## config.mk

```make
export PLATFORM = sky130hd
export DESIGN_NAME = seg7_scan_display
export DESIGN_NICKNAME = d
export VERILOG_FILES = /design/src/rtl/seg7_pkg.sv /design/src/rtl/seg7_glyph_decoder.sv /design/src/rtl/seg7_scan_display.sv
export SDC_FILE = /design/constraint.sdc
export NUM_CORES = 1
export LEC_CHECK = 0
export ABC_AREA = 1
export BUFFER_PORTS_ARGS = -buffer_cell sky130_fd_sc_hd__buf_2
export CAP_MARGIN = 40
export CORE_ASPECT_RATIO = 0.6
export CORE_UTILIZATION = 33
export DETAILED_ROUTE_END_ITERATION = 10
export PLACE_DENSITY_LB_ADDON = 0.25
export SLEW_MARGIN = 25
export SYNTH_ARGS = -nofsm -noshare
export SYNTH_HDL_FRONTEND = slang
export SYNTH_SLANG_ARGS = --single-unit
```

## constraint.sdc

```tcl
create_clock -name clk100mhz -period 6 [get_ports clk100mhz]
set_input_delay 0.6 -clock clk100mhz [delete_from_list [all_inputs] [get_ports clk100mhz]]
set_output_delay 0.6 -clock clk100mhz [all_outputs]
set_load 0.005 [all_outputs]
```

## src/rtl/seg7_pkg.sv

```systemverilog
// seg7_pkg: glyph codes and active-low segment encodings for the scan display
// Segment order is {a,b,c,d,e,f,g}; a cleared bit lights the segment.
package seg7_pkg;
    localparam logic [4:0] GLYPH_P     = 5'd16;
    localparam logic [4:0] GLYPH_D     = 5'd17;
    localparam logic [4:0] GLYPH_R     = 5'd18;
    localparam logic [4:0] GLYPH_L     = 5'd19;
    localparam logic [4:0] GLYPH_F     = 5'd20;
    localparam logic [4:0] GLYPH_B     = 5'd21;
    localparam logic [4:0] GLYPH_MINUS = 5'd22;
    localparam logic [4:0] GLYPH_BLANK = 5'd31;
    localparam logic [6:0] SEG_BLANK   = 7'h7F;

    function automatic logic [6:0] glyph_to_seg(input logic [4:0] glyph);
        case (glyph)
            5'd0:        return 7'h01;
            5'd1:        return 7'h4F;
            5'd2:        return 7'h12;
            5'd3:        return 7'h06;
            5'd4:        return 7'h4C;
            5'd5:        return 7'h24;
            5'd6:        return 7'h20;
            5'd7:        return 7'h0F;
            5'd8:        return 7'h00;
            5'd9:        return 7'h04;
            5'd10:       return 7'h08;
            5'd11:       return 7'h60;
            5'd12:       return 7'h31;
            5'd13:       return 7'h42;
            5'd14:       return 7'h30;
            5'd15:       return 7'h38;
            GLYPH_P:     return 7'h18;
            GLYPH_D:     return 7'h42;
            GLYPH_R:     return 7'h7A;
            GLYPH_L:     return 7'h71;
            GLYPH_F:     return 7'h38;
            GLYPH_B:     return 7'h60;
            GLYPH_MINUS: return 7'h7E;
            default:     return SEG_BLANK;
        endcase
    endfunction
endpackage

```

## src/rtl/seg7_glyph_decoder.sv

```systemverilog
// seg7_glyph_decoder: combinational glyph code to active-low segment pattern
module seg7_glyph_decoder
    import seg7_pkg::*;
(
    input  logic [4:0] glyph,
    output logic [6:0] seg
);
    always_comb seg = glyph_to_seg(glyph);
endmodule

```

## src/rtl/seg7_scan_display.sv

```systemverilog
// seg7_scan_display: multiplexed common-anode 7-segment driver with double-buffered frames,
// 16-level PWM brightness and per-digit blink; all pin outputs are registered.
module seg7_scan_display
    import seg7_pkg::*;
#(
    parameter int NUM_DIGITS   = 8,
    parameter int DIGIT_CYCLES = 100000,
    parameter int BLINK_FRAMES = 64
) (
    input  logic                    clk100mhz,
    input  logic                    reset,
    input  logic [5*NUM_DIGITS-1:0] frame_data,
    input  logic [NUM_DIGITS-1:0]   frame_dp,
    input  logic [NUM_DIGITS-1:0]   frame_blink,
    input  logic                    frame_valid,
    output logic                    frame_ready,
    input  logic [3:0]              brightness,
    output logic                    frame_start,
    output logic [6:0]              seg,
    output logic                    dp,
    output logic [NUM_DIGITS-1:0]   an
);
    localparam int CW      = $clog2(DIGIT_CYCLES);
    localparam int DW      = $clog2(NUM_DIGITS);
    localparam int BW      = BLINK_FRAMES > 1 ? $clog2(BLINK_FRAMES) : 1;
    localparam int SUB_DIV = DIGIT_CYCLES / 16;

    logic [CW-1:0]                   slot_cnt;
    logic [DW-1:0]                   digit_idx;
    logic [BW-1:0]                   blink_cnt;
    logic                            blink_phase;
    logic [NUM_DIGITS-1:0][4:0]      act_glyph, shd_glyph;
    logic [NUM_DIGITS-1:0]           act_dp, act_blink, shd_dp, shd_blink;
    logic                            pending;
    logic                            slot_wrap, frame_end, hidden, pwm_on;
    logic [NUM_DIGITS-1:0]           one_hot;
    logic [6:0]                      glyph_seg;

    seg7_glyph_decoder u_dec (
        .glyph (act_glyph[digit_idx]),
        .seg   (glyph_seg)
    );

    assign frame_ready = ~pending;

    always_comb begin
        one_hot = '0;
        one_hot[digit_idx] = 1'b1;
        slot_wrap = slot_cnt == CW'(DIGIT_CYCLES - 1);
        frame_end = slot_wrap && digit_idx == DW'(NUM_DIGITS - 1);
        hidden = !blink_phase && act_blink[digit_idx];
        // anode is lit while sub = slot_cnt / SUB_DIV is at or below brightness
        pwm_on = 32'(slot_cnt) < (32'(brightness) + 32'd1) * 32'(SUB_DIV);
    end

    always_ff @(posedge clk100mhz or posedge reset) begin
        if (reset) begin
            slot_cnt    <= '0;
            digit_idx   <= '0;
            blink_cnt   <= '0;
            blink_phase <= 1'b1;
            act_glyph   <= {NUM_DIGITS{GLYPH_BLANK}};
            act_dp      <= '0;
            act_blink   <= '0;
            shd_glyph   <= {NUM_DIGITS{GLYPH_BLANK}};
            shd_dp      <= '0;
            shd_blink   <= '0;
            pending     <= 1'b0;
            seg         <= SEG_BLANK;
            dp          <= 1'b1;
            an          <= '1;
            frame_start <= 1'b0;
        end else begin
            slot_cnt <= slot_wrap ? '0 : slot_cnt + 1'b1;
            if (slot_wrap)
                digit_idx <= digit_idx == DW'(NUM_DIGITS - 1) ? '0 : digit_idx + 1'b1;
            if (frame_end) begin
                blink_cnt <= blink_cnt == BW'(BLINK_FRAMES - 1) ? '0 : blink_cnt + 1'b1;
                if (blink_cnt == BW'(BLINK_FRAMES - 1))
                    blink_phase <= ~blink_phase;
            end
            // a capture in the boundary cycle waits for the next boundary
            if (frame_end && pending) begin
                act_glyph <= shd_glyph;
                act_dp    <= shd_dp;
                act_blink <= shd_blink;
                pending   <= 1'b0;
            end else if (frame_valid && !pending) begin
                shd_glyph <= frame_data;
                shd_dp    <= frame_dp;
                shd_blink <= frame_blink;
                pending   <= 1'b1;
            end
            seg         <= hidden ? SEG_BLANK : glyph_seg;
            dp          <= hidden | ~act_dp[digit_idx];
            an          <= pwm_on ? ~one_hot : '1;
            frame_start <= slot_cnt == '0 && digit_idx == '0;
        end
    end
endmodule

```

==> flow_metrics.py, run 1 <==
metrics = {
    "sta": {
        "hold_viol": 0,
        "skew_ns": 0.0109,
        "maxSlewViolCount": 0,
        "layout_setup_ws_ns": 1.48,
        "whs_ns": 0.169,
        "relSlewSlack_pct": 56.6,
        "rsz0062_at_grt": "no",
        "tns_ns": 0,
        "tightest_slew_ns": 0.652,
        "period_share_pct": 75.3,
        "period_needed_ns": 4.52,
        "fmax_ghz": 0.221,
        "finalSetupViolations": 0,
    },
    "placement": {
        "dpl_cell_area_um2": 9140,
        "dp_slack_ns": 1.03,
        "gp_congestion": 0.926,
        "dp_hpwl_mm": 15.4,
        "io_buffer_count": 80,
    },
    "floorplanning": {
        "ioPinCount": 81,
        "fp.dieH_um": 126,
        "fp.coreArea_um2": 24600,
        "die_area_um2": 26200,
        "initial_core_util_pct": 34.2,
        "die_w_um": 208,
        "rows": 44,
    },
    "routing": {
        "wl_per_cell_um": 14.7,
        "wl_mm": 20.6,
        "dr.pass1.iters": 5,
        "vias": 6618,
        "ant_nets": 0,
        "drc_errors": 0,
        "initialDrtViolationCount": 470,
        "avgViaCountPerCell": 4.73,
    },
    "clock_network": {
        "cts_buffers": 17,
        "cts_tree": "done",
        "postCtsSetupBuffers": 0,
        "htreeDepth": 4,
        "clk_pin_slew_ns": 0.07,
        "clock_sinks": 157,
        "cts_buffer_depth": 2,
        "holdBufCountCts": 0,
        "cts_resized": 0,
        "root_buffer": "clkbuf_16",
        "insertion_delay_ns": 0.42,
    },
    "worst_setup_path": {
        "cp.required_ns": 6.34,
        "cp_common_cell": "nand2_1",
        "critPathCaptureType": "register",
        "crit_path_max_incr_delay_ns": 0.41,
        "crit_fanout": 8,
        "cp.depth": 25,
        "cp_num_buf_inv": 2,
        "reg2reg_depth": 15,
        "crit_arrival_ns": 4.86,
        "critPathSlowestCell": "xor2_1",
        "cpLargestDelayFamily": "adder cells",
        "crit_path_start_kind": "primary input",
        "crit_type": "primary input to register",
    },
    "status": {
        "status": "finished, final reports clean",
    },
    "global_routing": {
        "grt_util_met1_pct": 26.5,
        "grt_pass1_wl_mm": 33.6,
        "use_met2_pct": 21.3,
        "globalRouteOverflowTotal": 0,
        "antenna_found_initial": 0,
        "grt_most_used_layer": "met1",
        "grt_max_degree": 72,
        "track_usage_pct": 16.3,
        "grt.met3_usage_pct": 3.64,
        "grt_pass1_vias": 6260,
    },
    "logic_synthesis": {
        "yosysSeqAreaShare_pct": 48.1,
        "yosysWarnings": 0,
        "synth-seq-cells": 157,
        "synthesis.area_um2": 8420,
        "synth_cell_types": 42,
        "synthDominantCellAreaShare_pct": 30.3,
        "synth_top_area_cell": "dfstp_2",
        "syn_nets": 1112,
        "avgSynthCellArea_um2": 8.53,
        "synthCells": 988,
        "synth_edf_count": 0,
        "async_reset_ff_share_pct": 100,
        "synth_ff_type": "dfstp_2",
        "synthTopCellsByArea": "dfstp_2 (30%), dfrtp_1 (18%), nand2_1 (9.6%)",
    },
    "worst_hold_path": {
        "min_path_type": "primary input to async pin",
    },
    "run": {
        "max_cap_violations": 0,
    },
    "power": {
        "vdd_drop_max_v": 0.000155,
        "power.leakage_nw": 4.93,
        "power_density_nw_per_um2": 250,
    },
    "cells_and_area": {
        "syn2layout_area_growth_pct": 15.9,
        "drive_above_1_share_pct": 23.7,
        "diodes": 0,
        "final_area_um2": 9770,
        "layout.nets": 1187,
    },
}
[cells in the mapped netlist, types with 9 or more instances]
| library cell | number |
|---|---|
| mux2_2 | 10 |
| o21ai_1 | 29 |
| dfrtp_1 | 60 |
| xor2_1 | 15 |
| nor2_1 | 99 |
| o21ai_0 | 49 |
| ha_1 | 60 |
| nand3_1 | 39 |
| nand2_1 | 215 |
| nor3_1 | 11 |
| a21oi_1 | 73 |
| nand4_1 | 13 |
| dfstp_2 | 97 |
| inv_1 | 129 |
| buf_2 | 9 |
| xnor2_1 | 9 |
[worst paths after layout]
check	startpoint	to	slack (ns)
min	reset	pending$_DFFE_PP0P_	0.17
min in group clk100mhz	frame_data[30]	shd_glyph[30]$_DFFE_PP1P_	0.40
max reg2reg	digit_idx[0]$_DFFE_PP0N_	seg[3]$_DFF_PP1_	3.23
max in group asynchronous	reset	slot_cnt[1]$_DFF_PP0_	4.85
max	brightness[0]	an[7]$_DFF_PP1_	1.48
min reg2reg	act_glyph[5]$_DFFE_PP1P_	act_glyph[5]$_DFFE_PP1P_	0.47
[sequential cells by signal (all words and copies together) (netlist names)]
| register | flops |
|---|---|
| act_blink | 8 |
| act_dp | 8 |
| act_glyph | 40 |
| an | 8 |
| blink_cnt | 6 |
| blink_phase | 1 |
| digit_idx | 3 |
| dp | 1 |
| frame_start | 1 |
| pending | 1 |
| seg | 7 |
| shd_blink | 8 |
| shd_dp | 8 |
| shd_glyph | 40 |
| slot_cnt | 17 |
[routing by layer]
| layer | part of all wire [%] | vias up |
|---|---|---|
| li1 | - | 3321 |
| met1 | 56 | 3130 |
| met2 | 38 | 157 |
| met3 | 5.3 | 10 |
| met4 | 0.54 | 0 |
| met5 | 0 | - |
[cells in the final DEF, fill, tap and decap left out, types with 2 or more instances in the layout]
cell type,count
nor2_1,99
mux2_2,10
inv_2,8
xor2_1,15
nor3_1,11
clkbuf_8,2
nand3_2,3
nand3_1,39
o21ai_1,29
clkinv_4,2
o21ai_0,49
nor4_1,5
bufinv_16,2
nor3_2,2
inv_4,3
o21ai_2,5
inv_6,4
a21oi_1,73
dfstp_2,97
o22ai_1,7
a31oi_1,2
buf_2,80
clkbuf_16,19
buf_4,3
ha_1,60
inv_1,128
nand2_1,214
nand2_4,3
dfrtp_1,60
xnor2_1,9
nand2_2,4
nand4_1,13
[area by class of cell]
cell class	count	area, µm²
Clock buffer	22	507
Inverter	138	526
Multi-Input combinational cell	664	3690
Fill cell	2461	14800
Clock inverter	10	121
Timing Repair Buffer	85	470
Sequential cell	157	4050
Tap cell	322	403
[where the power goes]
group / total (mW) / switching (mW) / internal (mW) / leakage, nW
Combinational: 0.241 / 0.146 / 0.0945 / 2.87
Sequential: 1.06 / 0.0000311 / 1.06 / 1.74
Clock: 1.14 / 0.447 / 0.691 / 0.313
Total: 2.44 / 0.593 / 1.85 / 4.93
[through the flow]
stage	utilization (%)	power [mW]	instances
2_1_floorplan	-	1.24	988
3_3_place_gp	36.9	1.31	1364
3_5_place_dp	37.1	1.32	1366
4_1_cts	39.7	2.46	1398
5_1_grt	39.7	2.54	1398
6_report	39.7	2.44	1398
[kinds of logic (layout without fill, tap and decap cells)]
kind of cell,after synthesis,after routing,share of synthesized area [%]
XOR/XNOR,24,24,2.50
buffers and inverters,167,255,8.27
multiplexers,10,10,1.34
adder cells (fa/ha/maj),61,61,9.15
AO/OA/AOI/OAI,171,171,10.7
AND/OR/NAND/NOR,398,398,19.9
flip-flops,157,157,48.1
Power figures use the tool's default switching activity.
==> run 2, diff against run 1 <==
Clock period 6 ns to 3.9 ns, I/O delays scaled along.
==> flow_metrics.py, run 2 (synthesis gave the netlist of run 1 again) <==
metrics = {
    "status": {
        "status": "finished, final reports clean",
    },
    "placement": {
        "gp_congestion": 0.885,
        "dp_slack_ns": -0.425,
        "dp_hpwl_mm": 15.5,
        "dp.cells": 1397,
        "io_buffer_count": 80,
        "dpl_cell_area_um2": 9380,
    },
    "clock_network": {
        "root_buffer": "clkbuf_16",
        "clock_sinks": 157,
        "holdBufCountCts": 0,
        "insertion_delay_ns": 0.43,
        "cts_tree": "done",
        "cts_buffer_depth": 2,
        "htreeDepth": 4,
        "clk_pin_slew_ns": 0.07,
        "cts_buffers": 17,
    },
    "routing": {
        "ant_nets": 0,
        "dr.pass1.iters": 5,
        "avgViaCountPerCell": 4.68,
        "wl_mm": 20.6,
        "vias": 6691,
        "drc_errors": 0,
        "wl_per_cell_um": 14.4,
        "initialDrtViolationCount": 445,
    },
    "floorplanning": {
        "fp.coreArea_um2": 24600,
        "rows": 44,
        "ioPinCount": 81,
        "initial_core_util_pct": 34.2,
        "die_w_um": 208,
        "die_area_um2": 26200,
        "fp.dieH_um": 126,
    },
    "cells_and_area": {
        "layout.nets": 1219,
        "final-seq-area_um2": 4050,
        "drive_above_1_share_pct": 27.3,
        "final_core_util_pct": 40.9,
        "multi_input_area_um2": 3790,
        "diodes": 0,
        "syn2layout_area_growth_pct": 19.6,
        "final_common_cell": "nand2_1",
        "biggestRegsByFlops": "act_glyph (40), shd_glyph (40), slot_cnt (17)",
        "n_fill_cell": 2473,
        "final_area_um2": 10100,
        "most-common-layout-cells": "nand2_1 (213), inv_1 (128), nor2_1 (98), dfstp_2 (97), buf_2 (80)",
        "instances_no_fill": 1430,
    },
    "sta": {
        "hold_viol": 0,
        "maxSlewViolCount": 0,
        "fmax_ghz": 0.269,
        "tightest_slew_ns": 0.708,
        "period_needed_ns": 3.72,
        "relSlewSlack_pct": 52.8,
        "whs_ns": 0.191,
        "finalSetupViolations": 0,
        "period_share_pct": 95.3,
        "skew_ns": 0.0109,
        "layout_setup_ws_ns": 0.185,
    },
    "power": {
        "power_density_nw_per_um2": 374,
        "p_comb_share_pct": 12.6,
        "swShare_pct": 25.6,
        "clkPwrFrac_pct": 44.1,
        "pwr-share-seq_pct": 43.4,
        "switchingPower_uw": 963,
        "p_int_mw": 2.80,
        "power.leakage_nw": 5.08,
        "vdd_drop_max_v": 0.000285,
    },
    "worst_setup_path": {
        "reg2reg_depth": 14,
        "cp_num_buf_inv": 3,
        "crit_fanout": 8,
        "cp_common_cell": "nand2_1",
        "timing.rr.start": "digit_idx[1]$_DFFE_PP0N_",
        "crit_arrival_ns": 4.07,
        "ff2ff_setup_slack_ns": 1.24,
        "critPathSlowestCell": "ha_1",
        "rr_endpoint": "seg[6]$_DFF_PP1_",
        "crit_path_max_incr_delay_ns": 0.32,
        "cpLargestDelayFamily": "adder cells",
        "crit_path_start_kind": "primary input",
        "cp.required_ns": 4.25,
        "critPathCaptureType": "register",
        "crit_chain": "buf_2 > ha_2 > xor2_4 > ha_2 > xor2_1 > ha_1 > a21o_1 > ha_1 > ha_4 > buf_4 > nand2_1 > inv_1 > nand4_1 > nand3_2 > a31oi_1 > o21ai_0 > xor2_1 > ha_1 > a21oi_1 > nand2_1 > nand2_1 > nand2_1 > nand2_4 > nand2_1",
        "crit_type": "primary input to register",
    },
    "global_routing": {
        "grt_pass1_vias": 6411,
        "track_usage_pct": 16.5,
        "antenna_found_initial": 0,
        "grt_max_degree": 129,
        "globalRouteOverflowTotal": 0,
        "grt_pass1_wl_mm": 34.1,
    },
    "run": {
        "max_cap_violations": 0,
    },
    "worst_hold_path": {
        "holdPathStages": 2,
        "min_to": "shd_glyph[0]$_DFFE_PP1P_",
        "hold_start": "frame_data[0]",
        "min_path_type": "primary input to register",
    },
}
[run 2: how the worst max path moves through the flow]
stage,startpoint,to,cells after the start
finish,brightness[0],an[0]$_DFF_PP1_,24
global route,brightness[0],an[7]$_DFF_PP1_,25
CTS,brightness[0],an[0]$_DFF_PP1_,24
detailed placement,brightness[0],an[7]$_DFF_PP1_,24
global placement,brightness[0],an[0]$_DFF_PP1_,26
floorplan,brightness[0],an[0]$_DFF_PP1_,24
[run 2: area by class of cell]
class / instances / share of cell area [%]
Sequential cell: 157 / 40.2
Timing Repair Buffer: 117 / 7.11
Tap cell: 322 / 4.00
Inverter: 138 / 5.21
Multi-Input combinational cell: 664 / 37.6
Clock inverter: 13 / 1.24
Clock buffer: 19 / 4.61
[run 2: worst register-to-register path: stages, from the launching register on]
cell and delay, ns:
dfrtp_1 0.65, nand3_1 0.38, inv_1 0.18, nand2_1 0.06, nand2_1 0.06, nor2_1 0.04
nand2_1 0.25, inv_1 0.21, ha_1 0.28, nand2_1 0.11, nand3_1 0.08, nand2_1 0.10
nand3_1 0.07, nand2_1 0.07, nand2_1 0.05
[run 2: stage by stage]
step	TNS (ns)	power [mW]
finish	0	3.77
floorplan	0	1.92
detailed placement	-3.33	2.10
global placement	-2.45	2.10
CTS	0	3.77
global route	-0.432	3.94
[run 2: repair_timing]
item                                    CTS  global route
setup buffers                             0             1
gates resized for setup                   0            18
endpoints found under the setup margin    0             8
[run 2: layer usage]
metal | wire [µm] | track usage, %
met3 | 1210 | 3.67
met1 | 11500 | 26.8
met2 | 7810 | 21.4
met4 | 151 | 4.01
met5 | 0 | 0
[run 2: power by group through the flow]
stage	combinational [mW]	clock (mW)	sequential (mW)
after floorplan	0.256	0	1.66
after global placement	0.437	0	1.66
after detailed placement	0.441	0	1.66
after CTS	0.444	1.69	1.63
after global routing	0.538	1.77	1.63
final	0.474	1.66	1.63
==> run 3, diff against run 2 <==
Settings changed: BUFFER_PORTS_ARGS -buffer_cell sky130_fd_sc_hd__buf_2 to default, DONT_BUFFER_PORTS from default to 1.
==> flow_metrics.py, run 3 (synthesis gave the netlist of run 1 again) <==
metrics = {
    "routing": {
        "initialDrtViolationCount": 474,
        "wl_per_cell_um": 15.2,
        "dr.pass1.iters": 7,
        "avgViaCountPerCell": 4.74,
        "vias": 6360,
        "wl_mm": 20.5,
        "ant_nets": 0,
        "drc_errors": 0,
    },
    "placement": {
        "dp.cells": 1309,
        "io_buffer_count": 0,
        "dp_hpwl_mm": 15.4,
        "dpl_cell_area_um2": 8900,
        "gp_congestion": 0.888,
    },
    "cells_and_area": {
        "instances_no_fill": 1342,
        "n_fill_cell": 2473,
        "drive_above_1_share_pct": 19.8,
        "final_common_cell": "nand2_1",
        "most-common-layout-cells": "nand2_1 (213), inv_1 (128), nor2_1 (98), dfstp_2 (97), a21oi_1 (72)",
        "diodes": 0,
        "syn2layout_area_growth_pct": 13.4,
        "layout.nets": 1131,
        "final_area_um2": 9550,
        "final_core_util_pct": 38.8,
        "biggestRegsByFlops": "act_glyph (40), shd_glyph (40), slot_cnt (17)",
    },
    "worst_hold_path": {
        "min_path_type": "primary input to register",
    },
    "worst_setup_path": {
        "crit_type": "primary input to register",
        "critPathCaptureType": "register",
        "crit_path_start_kind": "primary input",
        "cp_num_buf_inv": 2,
        "cp.required_ns": 4.25,
        "cpLargestDelayFamily": "adder cells",
        "crit_arrival_ns": 4.03,
        "critPathSlowestCell": "ha_1",
        "crit_fanout": 8,
        "crit_path_max_incr_delay_ns": 0.35,
        "cp_common_cell": "nand2_1",
    },
    "power": {
        "vdd_drop_max_v": 0.000271,
        "power.leakage_nw": 4.72,
        "power_density_nw_per_um2": 395,
    },
    "global_routing": {
        "track_usage_pct": 16.5,
        "grt.met3_usage_pct": 3.97,
        "grt_util_met1_pct": 26.9,
        "grt_most_used_layer": "met1",
        "antenna_found_initial": 0,
        "grt_pass1_vias": 6114,
        "use_met2_pct": 20.7,
        "grt_max_degree": 88,
        "grt_pass1_wl_mm": 33.7,
        "globalRouteOverflowTotal": 0,
    },
    "clock_network": {
        "cts_buffers": 17,
        "clk_pin_slew_ns": 0.06,
        "postCtsSetupBuffers": 0,
        "cts_tree": "done",
        "cts_buffer_depth": 2,
        "clock_sinks": 157,
        "htreeDepth": 4,
        "root_buffer": "clkbuf_16",
        "insertion_delay_ns": 0.43,
    },
    "sta": {
        "finalSetupViolations": 0,
        "tns_ns": 0,
        "period_share_pct": 94.1,
        "skew_ns": 0.00951,
        "maxSlewViolCount": 0,
        "fmax_ghz": 0.272,
        "hold_viol": 0,
        "tightest_slew_ns": 0.619,
        "period_needed_ns": 3.67,
        "relSlewSlack_pct": 58.7,
    },
    "floorplanning": {
        "fp.coreArea_um2": 24600,
        "die_w_um": 208,
        "ioPinCount": 81,
        "fp.dieH_um": 126,
        "die_area_um2": 26200,
        "rows": 44,
        "initial_core_util_pct": 34.2,
    },
    "status": {
        "status": "finished, final reports clean",
    },
    "run": {
        "max_cap_violations": 0,
    },
}
-- run 3: final cells by class --
class | count | area, µm² | share of cell area (%)
clock inverters | 8 | 98.8 | 1.03
repair buffers | 29 | 233 | 2.44
multi-input cells | 664 | 3730 | 39.0
inverters | 138 | 524 | 5.49
clock buffers | 24 | 515 | 5.40
well taps | 322 | 403 | 4.22
flip-flops and latches | 157 | 4050 | 42.4
-- run 3: layer usage --
layer	routed length, µm	vias up	part of all wire [%]
met3	1190	15	5.8
met4	208	0	1.0
li1	-	3218	-
met1	11400	2976	56
met5	0	-	0
met2	7630	151	37
-- run 3: what timing repair did --
action,in CTS,in global routing
endpoints found under the setup margin,0,8
gates resized for setup,0,7
hold buffers,1,0
endpoints found under the hold margin,2,0
-- run 3: power breakdown --
group | internal, mW | total [mW] | switching (mW)
clock network | 1.06 | 1.73 | 0.669
registers | 1.63 | 1.63 | 0.0000751
logic | 0.181 | 0.411 | 0.229
total | 2.87 | 3.77 | 0.899
-- run 3: worst paths after layout --
check / slack, ns / from / cells after the start / to
max in group asynchronous: 2.45 / reset / 3 / act_glyph[7]$_DFFE_PP1P_
worst min-delay path: 0.08 / frame_data[25] / 2 / shd_glyph[25]$_DFFE_PP1P_
worst max register to register: 1.17 / digit_idx[2]$_DFFE_PP0N_ / 12 / seg[3]$_DFF_PP1_
min in group asynchronous: 0.50 / reset / 2 / shd_blink[7]$_DFFE_PP0P_
worst min register to register: 0.46 / shd_glyph[8]$_DFFE_PP1P_ / 2 / act_glyph[8]$_DFFE_PP1P_
worst max-delay path: 0.23 / brightness[0] / 26 / an[0]$_DFF_PP1_
-- run 3: through the flow --
stage                     setup slack (ns)  power [mW]  hold WS, ns
final                                0.228        3.77       0.0803
after global routing              -0.00860        3.95       0.0679
after CTS                            0.169        3.80       0.0638
after detailed placement            -0.273        2.06        0.347
after global placement              -0.167        2.05        0.348
after floorplan                     0.0402        1.92        0.432
